**src/rtl/mem_stage_pkg.sv**
```systemverilog
// ============================================================================
//  Packages : rv32i_types, memfsm
//  Brief    : Shared RV32I load/store encodings and MEM-stage FSM state codes.
//  Revision : 1.0 - initial release
// ============================================================================
`default_nettype none

package rv32i_types;

  // Load width/sign selectors carried in funct3
  typedef enum logic [2:0] {
    lb  = 3'b000,
    lh  = 3'b001,
    lw  = 3'b010,
    lbu = 3'b100,
    lhu = 3'b101
  } load_funct3_t;

  // Store width selectors carried in funct3
  typedef enum logic [2:0] {
    sb = 3'b000,
    sh = 3'b001,
    sw = 3'b010
  } store_funct3_t;

endpackage

package memfsm;

  // MEM-stage state register encoding
  typedef logic [1:0] state_t;

  localparam state_t IDLE   = 2'd0;
  localparam state_t ACCESS = 2'd1;
  localparam state_t DONE   = 2'd2;

endpackage

`default_nettype wire

```
**src/rtl/mem_stage_if.sv**
```systemverilog
// ============================================================================
//  Interface : mem_stage_if
//  Brief     : Data-memory request/response bus between the MEM stage
//              (master) and the data memory (slave).
//  Revision  : 1.0 - initial release
// ============================================================================
`default_nettype none

interface mem_stage_if;

  logic [31:0] dmem_address;
  logic        dmem_read;
  logic        dmem_write;
  logic [3:0]  dmem_mbe;
  logic [31:0] dmem_wdata;
  logic [31:0] dmem_rdata;
  logic        dmem_resp;

  modport master (
    output dmem_address,
    output dmem_read,
    output dmem_write,
    output dmem_mbe,
    output dmem_wdata,
    input  dmem_rdata,
    input  dmem_resp
  );

  modport slave (
    input  dmem_address,
    input  dmem_read,
    input  dmem_write,
    input  dmem_mbe,
    input  dmem_wdata,
    output dmem_rdata,
    output dmem_resp
  );

endinterface

`default_nettype wire

```
**src/rtl/mem_stage_align.sv**
```systemverilog
// ============================================================================
//  Module   : mem_align
//  Brief    : Combinational lane steering. Produces byte enables and
//             lane-aligned store data from funct3/offset, and extracts and
//             sign/zero-extends load data from the returned memory word.
//  Revision : 1.0 - initial release
// ============================================================================
`default_nettype none

module mem_align
  import rv32i_types::*;
(
  input  logic [2:0]  funct3,
  input  logic [1:0]  offset,
  input  logic        is_load,
  input  logic [31:0] store_data,
  input  logic [31:0] load_word,
  output logic [3:0]  mbe,
  output logic [31:0] wdata,
  output logic [31:0] load_data
);

  logic [7:0]  w_byte;
  logic [15:0] w_half;

  // Byte and half selection from the returned word
  always_comb begin
    w_byte = load_word[7:0];
    case (offset)
      2'd0:    w_byte = load_word[7:0];
      2'd1:    w_byte = load_word[15:8];
      2'd2:    w_byte = load_word[23:16];
      default: w_byte = load_word[31:24];
    endcase
    w_half = offset[1] ? load_word[31:16] : load_word[15:0];
  end

  // Load extension; unknown encodings fall back to a word pass-through
  always_comb begin
    load_data = load_word;
    case (load_funct3_t'(funct3))
      lb:      load_data = {{24{w_byte[7]}}, w_byte};
      lbu:     load_data = {24'h0, w_byte};
      lh:      load_data = {{16{w_half[15]}}, w_half};
      lhu:     load_data = {16'h0, w_half};
      default: load_data = load_word;
    endcase
  end

  // Store lane placement; loads always fetch the full word
  always_comb begin
    mbe   = 4'b1111;
    wdata = 32'h0;
    if (!is_load) begin
      case (store_funct3_t'(funct3))
        sb: begin
          mbe   = 4'b0001 << offset;
          wdata = store_data << {offset, 3'b000};
        end
        sh: begin
          mbe   = 4'b0011 << {offset[1], 1'b0};
          wdata = store_data << {offset[1], 4'b0000};
        end
        default: begin
          mbe   = 4'b1111;
          wdata = store_data;
        end
      endcase
    end
  end

endmodule

`default_nettype wire

```
**src/rtl/mem_stage.sv**
```systemverilog
// ============================================================================
//  Module   : mem_stage
//  Brief    : RV32I MEM pipeline stage. Issues one data-memory transaction
//             per load/store, stalls the pipeline until the response, and
//             holds extended load data for MEM/WB.
//  Config   : MEM_MISALIGN_TRAP_EN - when defined, misaligned half/word
//             accesses are not issued and are reported on mem_misalign.
//  Revision : 1.0 - initial release
// ============================================================================
`default_nettype none

module mem_stage
  import rv32i_types::*;
  import memfsm::*;
(
  input  logic               clk,
  input  logic               rst,
  input  logic               ex_valid,
  input  logic               mem_read,
  input  logic               mem_write,
  input  logic [2:0]         funct3,
  input  logic [31:0]        alu_out,
  input  logic [31:0]        rs2_out,
  input  logic               pipe_advance,
  input  logic               flush,
  mem_stage_if.master        dmem,
  output logic               mem_stall,
  output logic [31:0]        mem_rdata,
  output logic               mem_done,
  output logic               mem_misalign
);

  state_t      r_state;
  logic [29:0] r_addr;
  logic [3:0]  r_mbe;
  logic [31:0] r_wdata;
  logic [2:0]  r_funct3;
  logic [1:0]  r_off;
  logic        r_is_read;
  logic        r_is_write;
  logic        r_flushed;
  logic [31:0] r_rdata;

  logic        w_memop;
  logic        w_idle;
  logic        w_access;
  logic        w_trap;
  logic [2:0]  w_funct3_sel;
  logic [1:0]  w_off_sel;
  logic        w_load_sel;
  logic [3:0]  w_mbe;
  logic [31:0] w_wdata;
  logic [31:0] w_load_data;

  assign w_memop  = ex_valid & (mem_read | mem_write) & ~flush;
  assign w_idle   = (r_state == IDLE);
  assign w_access = (r_state == ACCESS);

  // In IDLE the aligner shapes the incoming store; afterwards it decodes the
  // response using the latched width and offset.
  assign w_funct3_sel = w_idle ? funct3        : r_funct3;
  assign w_off_sel    = w_idle ? alu_out[1:0]  : r_off;
  assign w_load_sel   = w_idle ? mem_read      : r_is_read;

  mem_align u_align (
    .funct3     (w_funct3_sel),
    .offset     (w_off_sel),
    .is_load    (w_load_sel),
    .store_data (rs2_out),
    .load_word  (dmem.dmem_rdata),
    .mbe        (w_mbe),
    .wdata      (w_wdata),
    .load_data  (w_load_data)
  );

`ifdef MEM_MISALIGN_TRAP_EN
  // Half accesses need an even offset, word accesses a zero offset
  always_comb begin
    w_trap = 1'b0;
    case (funct3[1:0])
      2'b01:   w_trap = alu_out[0];
      2'b10:   w_trap = |alu_out[1:0];
      default: w_trap = 1'b0;
    endcase
  end
`else
  assign w_trap = 1'b0;
`endif

  // FSM plus request/response registers
  always_ff @(posedge clk or posedge rst) begin
    if (rst) begin
      r_state    <= IDLE;
      r_addr     <= 30'h0;
      r_mbe      <= 4'h0;
      r_wdata    <= 32'h0;
      r_funct3   <= 3'h0;
      r_off      <= 2'h0;
      r_is_read  <= 1'b0;
      r_is_write <= 1'b0;
      r_flushed  <= 1'b0;
      r_rdata    <= 32'h0;
    end else begin
      case (r_state)
        IDLE: begin
          if (w_memop) begin
            r_addr     <= alu_out[31:2];
            r_mbe      <= w_mbe;
            r_wdata    <= w_wdata;
            r_funct3   <= funct3;
            r_off      <= alu_out[1:0];
            r_flushed  <= 1'b0;
            if (w_trap) begin
              // Misaligned access completes without touching the bus
              r_is_read  <= 1'b0;
              r_is_write <= 1'b0;
              r_rdata    <= 32'h0;
              r_state    <= DONE;
            end else begin
              r_is_read  <= mem_read;
              r_is_write <= mem_write & ~mem_read;
              r_state    <= ACCESS;
            end
          end
        end
        ACCESS: begin
          if (dmem.dmem_resp) begin
            r_is_read  <= 1'b0;
            r_is_write <= 1'b0;
            r_flushed  <= 1'b0;
            if (r_flushed || flush) begin
              // Squashed while in flight: let the bus finish, drop the data
              r_state <= IDLE;
            end else begin
              r_rdata <= r_is_read ? w_load_data : 32'h0;
              r_state <= DONE;
            end
          end else if (flush) begin
            r_flushed <= 1'b1;
          end
        end
        DONE: begin
          if (flush || pipe_advance) begin
            r_state <= IDLE;
          end
        end
        default: r_state <= IDLE;
      endcase
    end
  end

`ifdef MEM_MISALIGN_TRAP_EN
  logic r_misalign;

  // Remember whether the access now in DONE was trapped as misaligned
  always_ff @(posedge clk or posedge rst) begin
    if (rst) begin
      r_misalign <= 1'b0;
    end else if (w_idle && w_memop) begin
      r_misalign <= w_trap;
    end
  end

  assign mem_misalign = (r_state == DONE) & r_misalign;
`else
  assign mem_misalign = 1'b0;
`endif

  // Bus drive is confined to ACCESS so an abandoned request drops with reset
  assign dmem.dmem_read    = w_access & r_is_read;
  assign dmem.dmem_write   = w_access & r_is_write;
  assign dmem.dmem_address = w_access ? {r_addr, 2'b00} : 32'h0;
  assign dmem.dmem_mbe     = w_access ? r_mbe : 4'h0;
  assign dmem.dmem_wdata   = w_access ? r_wdata : 32'h0;

  assign mem_stall = (w_idle & w_memop) | w_access;
  assign mem_done  = (r_state == DONE);
  assign mem_rdata = r_rdata;

endmodule

`default_nettype wire

```
**src/flat_wrapper.sv**
```systemverilog
// flat-port wrapper written by rule: the top's interface ports become plain ports
module mem_stage_flat import rv32i_types::*; import memfsm::*;
  (clk, rst, ex_valid, mem_read, mem_write, funct3, alu_out, rs2_out, pipe_advance, flush, mem_stall, mem_rdata, mem_done, mem_misalign, dmem_dmem_address, dmem_dmem_read, dmem_dmem_write, dmem_dmem_mbe, dmem_dmem_wdata, dmem_dmem_rdata, dmem_dmem_resp);
  mem_stage_if dmem_i ();
  input  logic clk;
  input  logic rst;
  input  logic ex_valid;
  input  logic mem_read;
  input  logic mem_write;
  input  logic [2:0] funct3;
  input  logic [31:0] alu_out;
  input  logic [31:0] rs2_out;
  input  logic pipe_advance;
  input  logic flush;
  output logic mem_stall;
  output logic [31:0] mem_rdata;
  output logic mem_done;
  output logic mem_misalign;
  output wire logic [$bits(dmem_i.dmem_address)-1:0] dmem_dmem_address;
  output wire logic [$bits(dmem_i.dmem_read)-1:0] dmem_dmem_read;
  output wire logic [$bits(dmem_i.dmem_write)-1:0] dmem_dmem_write;
  output wire logic [$bits(dmem_i.dmem_mbe)-1:0] dmem_dmem_mbe;
  output wire logic [$bits(dmem_i.dmem_wdata)-1:0] dmem_dmem_wdata;
  input wire logic [$bits(dmem_i.dmem_rdata)-1:0] dmem_dmem_rdata;
  input wire logic [$bits(dmem_i.dmem_resp)-1:0] dmem_dmem_resp;
  assign dmem_dmem_address = dmem_i.dmem_address;
  assign dmem_dmem_read = dmem_i.dmem_read;
  assign dmem_dmem_write = dmem_i.dmem_write;
  assign dmem_dmem_mbe = dmem_i.dmem_mbe;
  assign dmem_dmem_wdata = dmem_i.dmem_wdata;
  assign dmem_i.dmem_rdata = dmem_dmem_rdata;
  assign dmem_i.dmem_resp = dmem_dmem_resp;
  mem_stage u_core (.clk(clk), .rst(rst), .ex_valid(ex_valid), .mem_read(mem_read), .mem_write(mem_write), .funct3(funct3), .alu_out(alu_out), .rs2_out(rs2_out), .pipe_advance(pipe_advance), .flush(flush), .dmem(dmem_i), .mem_stall(mem_stall), .mem_rdata(mem_rdata), .mem_done(mem_done), .mem_misalign(mem_misalign));
endmodule
```
**config.mk**
```make
export PLATFORM = sky130hd
export DESIGN_NAME = mem_stage_flat
export DESIGN_NICKNAME = d
export VERILOG_FILES = /design/src/rtl/mem_stage_pkg.sv /design/src/rtl/mem_stage_if.sv /design/src/rtl/mem_stage_align.sv /design/src/rtl/mem_stage.sv /design/src/flat_wrapper.sv
export SDC_FILE = /design/constraint.sdc
export NUM_CORES = 1
export LEC_CHECK = 0
export ABC_AREA = 1
export CAP_MARGIN = 20
export CORE_ASPECT_RATIO = 0.7
export CORE_MARGIN = 2
export CORE_UTILIZATION = 45
export DETAILED_ROUTE_END_ITERATION = 12
export GPL_TIMING_DRIVEN = 0
export PLACE_DENSITY = 0.83
export RECOVER_POWER = 100
export SETUP_SLACK_MARGIN = 0.05
export SLEW_MARGIN = 0
export SYNTH_ARGS = -nofsm -noshare
export SYNTH_HDL_FRONTEND = slang
export SYNTH_SLANG_ARGS = --single-unit
```
**constraint.sdc**
```tcl
create_clock -name clk -period 4 [get_ports clk]
set_input_delay 0.4 -clock clk [delete_from_list [all_inputs] [get_ports clk]]
set_output_delay 0.4 -clock clk [all_outputs]
set_load 0.005 [all_outputs]
```
==> results of run 1 <==
==> worst max path at each step <==
stage / to / depth (start not counted) / start / slack (ns)
final: mem_stall / 8 / mem_read / 0.64
after CTS: mem_stall / 8 / mem_read / 0.87
after detailed placement: mem_stall / 8 / mem_read / 0.87
after floorplan: u_core.mem_rdata[0] / 1 / rst / 0.75
after global routing: mem_stall / 8 / mem_read / 0.47
after global placement: u_core.r_addr[25] / 2 / rst / -0.89
==> power groups by stage <==
stage               combinational (W)  sequential (W)  clock, W
finish                        0.00130         0.00145  0.000915
global route                  0.00145         0.00148  0.000972
CTS                           0.00137         0.00146  0.000929
detailed placement            0.00136         0.00147         0
global placement              0.00133         0.00147         0
floorplan                    0.000730         0.00146         0
==> routing by layer <==
layer  GRT usage  up-vias  wire length, µm
li1            -     3082                -
met1       0.413     2933             8960
met2       0.400      291             8270
met3      0.0684       24             1850
met4      0.0638        0              250
met5           0        -                0
==> cell families (layout without fill, tap and decap cells) <==
group           after synthesis  in the layout  synth area share
flops                       108            108             0.452
compound gates              134            134             0.125
simple gates                447            447             0.307
other cells                   1              3          0.000627
buf+inv                     169            394             0.116
==> registers in the layout, summed over array words and instances (netlist names), 2 cells and up <==
signal,flops
u_core.r_funct3,3
u_core.r_off,2
u_core.mem_rdata,32
u_core.r_mbe,4
u_core.r_state,2
u_core.r_addr,30
u_core.r_wdata,32
==> worst min-delay path, stage by stage (launching register included) <==
cell and delay [ns]:
dfrtp_1 0.34, nand2_1 0.05, nand2_1 0.06
==> per-stage QoR <==
step,std cells,util,hold slack [ns]
6_report,1252,0.656,0.479
3_3_place_gp,1235,0.635,0.461
4_1_cts,1252,0.660,0.457
3_5_place_dp,1236,0.637,0.468
5_1_grt,1252,0.656,0.500
2_1_floorplan,861,-,0.449
==> cell usage in the layout (no fill, tap or decap), drive strengths merged, types with 4 or more instances in the layout <==
master and count:
nand2 290, inv 125, dfrtp 108, clkdlybuf4s50 106, dlygate4sd3 102, o21ai 100
nor2 95, nand3 54, clkbuf 46, a21oi 14, buf 11, or2 8
a21boi 7, o32ai 5, a22oi 4
==> cell type report <==
cell class / instances / area share
tap: 166 / 0.0243
buffer: 46 / 0.0241
multi-input combinational: 584 / 0.299
clock buffer: 10 / 0.0279
timing repair buffer: 209 / 0.246
inverter: 123 / 0.0544
clock inverter: 6 / 0.00804
sequential: 108 / 0.316
==> qor.yml, run 1 <==
detailed_routing:
  dr.first_iter.drc_count: 575
  wirelength_um: 19300
  num_vias: 6330
  vias_per_cell: 5.06
  ant_nets: 0
  drc: 0
  wl_per_cell_um: 15.4
  dr.pass1.iters: 5
pwr:
  power.share.combinational: 0.354
  p_sw_frac: 0.355
  vdd_drop_max_v: 0.000223
  leakagePower_nw: 4.44
  clkPwrFrac: 0.250
  seqPwrFrac: 0.397
  power.density_nw_per_um2: 428
  internal_power_w: 0.00236
  power_switching_w: 0.00130
  total_power_w: 0.00366
setup_path:
  critPathMaxFanout: 10
  slowest_delay_ns: 0.60
  r2r-end: "u_core.mem_rdata[4]"
  crit_type: "in -> out"
  crit_path_end_kind: "output port"
  reg2reg_depth: 9
  crit_slowest_cell: "dlygate4sd3_1"
  critPathArrivalTime_ns: 2.96
  start_kind: "input pin"
  required_ns: 3.60
  r2r_setup_slack_ns: 1.12
  crit_chain: "dlygate4sd3_1, o21ai_0, nor2_1, nand2_1, clkbuf_1, clkbuf_1, nand2_1, dlygate4sd3_1"
  r2r_start: "u_core.r_state[1]"
  path_delay_family: "buffers and inverters"
  path_buf_inv: 4
sta:
  fin_crit_sh: 0.841
  setup-tns-final_ns: 0
  finClkSkew_ns: 0.00941
  setup-violations-final: 0
  drv_slew: 39
  fmax_mhz: 297
  worst_pin_slew_ns: 1.82
  fin_crit_ns: 3.36
  fin_ws_ns: 0.637
  finalHoldViolCount: 0
  rsz0062_at_grt: "no"
  slew_headroom: -0.219
clocking:
  tritoncts: "yes"
  ctsHtreeMaxLevel: 3
  cts.path.max_buffers: 2
  clk-insertion-delay-late_ns: 0.35
  cts_resized: 0
  clkSinkCount: 108
  cts.clk_slew.worst_paths_ns: 0.07
  cts_root_buf: "clkbuf_16"
  post_cts_buffers: 0
  cts_hold_buf: 0
  cts_buffers: 9
synth:
  yosysMostFrequentCell: "nand2_1"
  synth_edf_count: 0
  synth.top_cell.area_share: 0.452
  ys_seq_area_frac: 0.452
  yosys.area.top_type: "dfrtp_1"
  syn_area_um2: 5980
  syn_inst: 859
  ys_async_sr_fraction: 1.00
  ys_ff_latch: 108
  yosys_warnings: 0
  avgSynthCellArea_um2: 6.97
  synth_commonest_cells: "nand2_1, inv_1, dfrtp_1, nor2_1, o21ai_0"
  synth_cell_types: 29
  synth.area.top_cells: "dfrtp_1, nand2_1, inv_1"
  synth-main-ff-cell: "dfrtp_1"
die:
  row_count: 35
  dieArea_um2: 14200
  die_h_um: 100
  core_um2: 13100
  die_x_um: 142
  initial_core_util: 0.458
  io_pins: 212
final_layout:
  multi_input_area_um2: 2560
  area_delta_synth_final_pct: 43.1
  nFillCells: 1143
  antennaDiodeCount: 0
  regArea_um2: 2700
  nNetsFinal: 1188
  finalInstanceArea_um2: 8560
  layout-drive-gt1-share: 0.0470
flow_run:
  cap_violations: 1
min_path:
  hp-start: "u_core.mem_rdata[29]"
  hold_class: "reg -> reg"
  hold_end: "u_core.mem_rdata[29]"
  hold_path_depth: 2
place:
  dpl_cell_area_um2: 8310
  post-place-ws_ns: 0.868
  dp_hpwl_um: 14800
  gp_congestion: 0.951
  port-buffer-count: 208
global_routing:
  grt.total_usage: 0.275
  antenna_found_initial: 0
  grt-ovfl-total: 0
  grt_max_degree: 71
  grt_pass1_wl_um: 30500
  grt_pass1_vias: 5793
outcome:
  failed_checks: "max-capacitance violations, max-slew violations"
  status: "finished with violations"
No activity file was read; power rests on OpenSTA's default activity.
==> run 2: changes to the inputs <==
clock period = 3.4 ns   (was 4 ns; I/O delays follow)
==> run 2 against run 1 <==
  * The flow still finishes with violations (max-capacitance violations, max-slew violations)
  * Clock-buffer cell count unchanged
  * Worst hold slack barely moved
  * Final cell count unchanged
  * Largest power group unchanged
==> qor.yml, run 2 (synthesized netlist as in run 1, its figures left out) <==
sta:
  slew_headroom: -0.151
  finalHoldViolCount: 0
  fmax_mhz: 331
  finClkSkew_ns: 0.00867
  rsz0062_at_grt: "no"
  setup-violations-final: 0
  fin_ws_ns: 0.377
  fin_crit_sh: 0.889
  setup-tns-final_ns: 0
  drv_slew: 40
  fin_crit_ns: 3.02
  worst_pin_slew_ns: 1.72
  hold_ws_ns: 0.479
setup_path:
  start_kind: "input pin"
  r2r_start: "u_core.r_state[1]"
  crit_slowest_cell: "clkbuf_1"
  path_delay_family: "buffers and inverters"
  crit_type: "in -> out"
  critPathMaxFanout: 10
  required_ns: 3.06
  r2r_setup_slack_ns: 0.51
  crit_chain: "clkdlybuf4s50_1, o21ai_0, nor2_1, nand2_1, clkbuf_1, clkbuf_1, nand2_1, clkdlybuf4s50_1"
  r2r-end: "u_core.mem_rdata[4]"
  slowest_delay_ns: 0.53
  critPathArrivalTime_ns: 2.68
  reg2reg_depth: 9
  path_buf_inv: 4
  crit_path_end_kind: "output port"
min_path:
  hold_path_depth: 2
  hp-start: "u_core.mem_rdata[29]"
  hold_class: "reg -> reg"
  hold_end: "u_core.mem_rdata[29]"
pwr:
  p_sw_frac: 0.355
  clkPwrFrac: 0.250
  power_switching_w: 0.00153
  seqPwrFrac: 0.397
  leakagePower_nw: 4.43
  power.share.combinational: 0.354
  vdd_drop_max_v: 0.000262
  power.density_nw_per_um2: 504
  internal_power_w: 0.00278
outcome:
  failed_checks: "max-capacitance violations, max-slew violations"
  status: "finished with violations"
die:
  dieArea_um2: 14200
  die_x_um: 142
  die_h_um: 100
  io_pins: 212
  row_count: 35
  core_um2: 13100
  initial_core_util: 0.458
clocking:
  cts.clk_slew.worst_paths_ns: 0.07
  cts_resized: 0
  clkSinkCount: 108
  clk-insertion-delay-late_ns: 0.35
  cts_buffers: 9
  cts_root_buf: "clkbuf_16"
  cts.path.max_buffers: 2
  post_cts_buffers: 0
  ctsHtreeMaxLevel: 3
  tritoncts: "yes"
  cts_hold_buf: 0
global_routing:
  grt_pass1_wl_um: 30500
  grt-ovfl-total: 0
  antenna_found_initial: 0
  grt.total_usage: 0.275
  grt_max_degree: 71
  grt_pass1_vias: 5793
place:
  port-buffer-count: 208
  gp_congestion: 0.951
  dp_hpwl_um: 14800
  dp.cells: 1236
  dpl_cell_area_um2: 8310
  post-place-ws_ns: 0.388
final_layout:
  layout_commonest_cell: "nand2_1"
  antennaDiodeCount: 0
  final_cell_mix: "nand2_1, inv_1, clkdlybuf4s50_1, dfrtp_1, dlygate4sd3_1"
  area_delta_synth_final_pct: 42.8
  finalNonFillerCells: 1252
  nNetsFinal: 1188
  layout-drive-gt1-share: 0.0488
  finalInstanceArea_um2: 8550
flow_run:
  cap_violations: 1
detailed_routing:
  dr.pass1.iters: 5
  wirelength_um: 19400
  num_vias: 6293
  vias_per_cell: 5.03
  drc: 0
  wl_per_cell_um: 15.5
  dr.first_iter.drc_count: 594
  ant_nets: 0
run 2: through the flow:
step | total power, W | util
final | 0.00431 | 0.655
after CTS | 0.00442 | 0.660
after floorplan | 0.00258 | -
after global routing | 0.00459 | 0.655
after detailed placement | 0.00334 | 0.637
after global placement | 0.00329 | 0.635
run 2: power by group through the flow:
stage                     registers [W]  clock network, W  logic, W
after floorplan                 0.00172                 0  0.000859
after global placement          0.00173                 0   0.00157
after detailed placement        0.00174                 0   0.00160
after CTS                       0.00172           0.00109   0.00161
after global routing            0.00174           0.00114   0.00170
final                           0.00171           0.00108   0.00152
run 2: worst max-delay path by stage:
stage               cells past startpoint  slack, ns             endpoint  startpoint
finish                                  8       0.38            mem_stall    mem_read
global route                            8       0.22            mem_stall    mem_read
CTS                                     8       0.39            mem_stall    mem_read
detailed placement                      8       0.39            mem_stall    mem_read
global placement                        2      -1.43    u_core.r_addr[25]         rst
floorplan                               1       0.21  u_core.mem_rdata[0]         rst
run 2: worst min-delay path, stage by stage, from the launching register on:
cell	delay, ns
dfrtp_1	0.34
nand2_1	0.05
nand2_1	0.06
run 2: cell type report:
| type | count | area (µm²) |
|---|---|---|
| Tap cell | 166 | 208 |
| Inverter | 123 | 465 |
| Multi-Input combinational cell | 584 | 2560 |
| Clock buffer | 10 | 239 |
| Clock inverter | 6 | 68.8 |
| Timing Repair Buffer | 209 | 2090 |
| Fill cell | 1143 | 4500 |
| Buffer | 46 | 209 |
| Sequential cell | 108 | 2700 |
run 2: metal layers:
layer	vias up	part of all wire	GRT usage
met2	283	0.43	0.400
met5	-	0	0
met1	2910	0.47	0.413
met3	19	0.088	0.0684
met4	0	0.013	0.0638
li1	3081	-	-
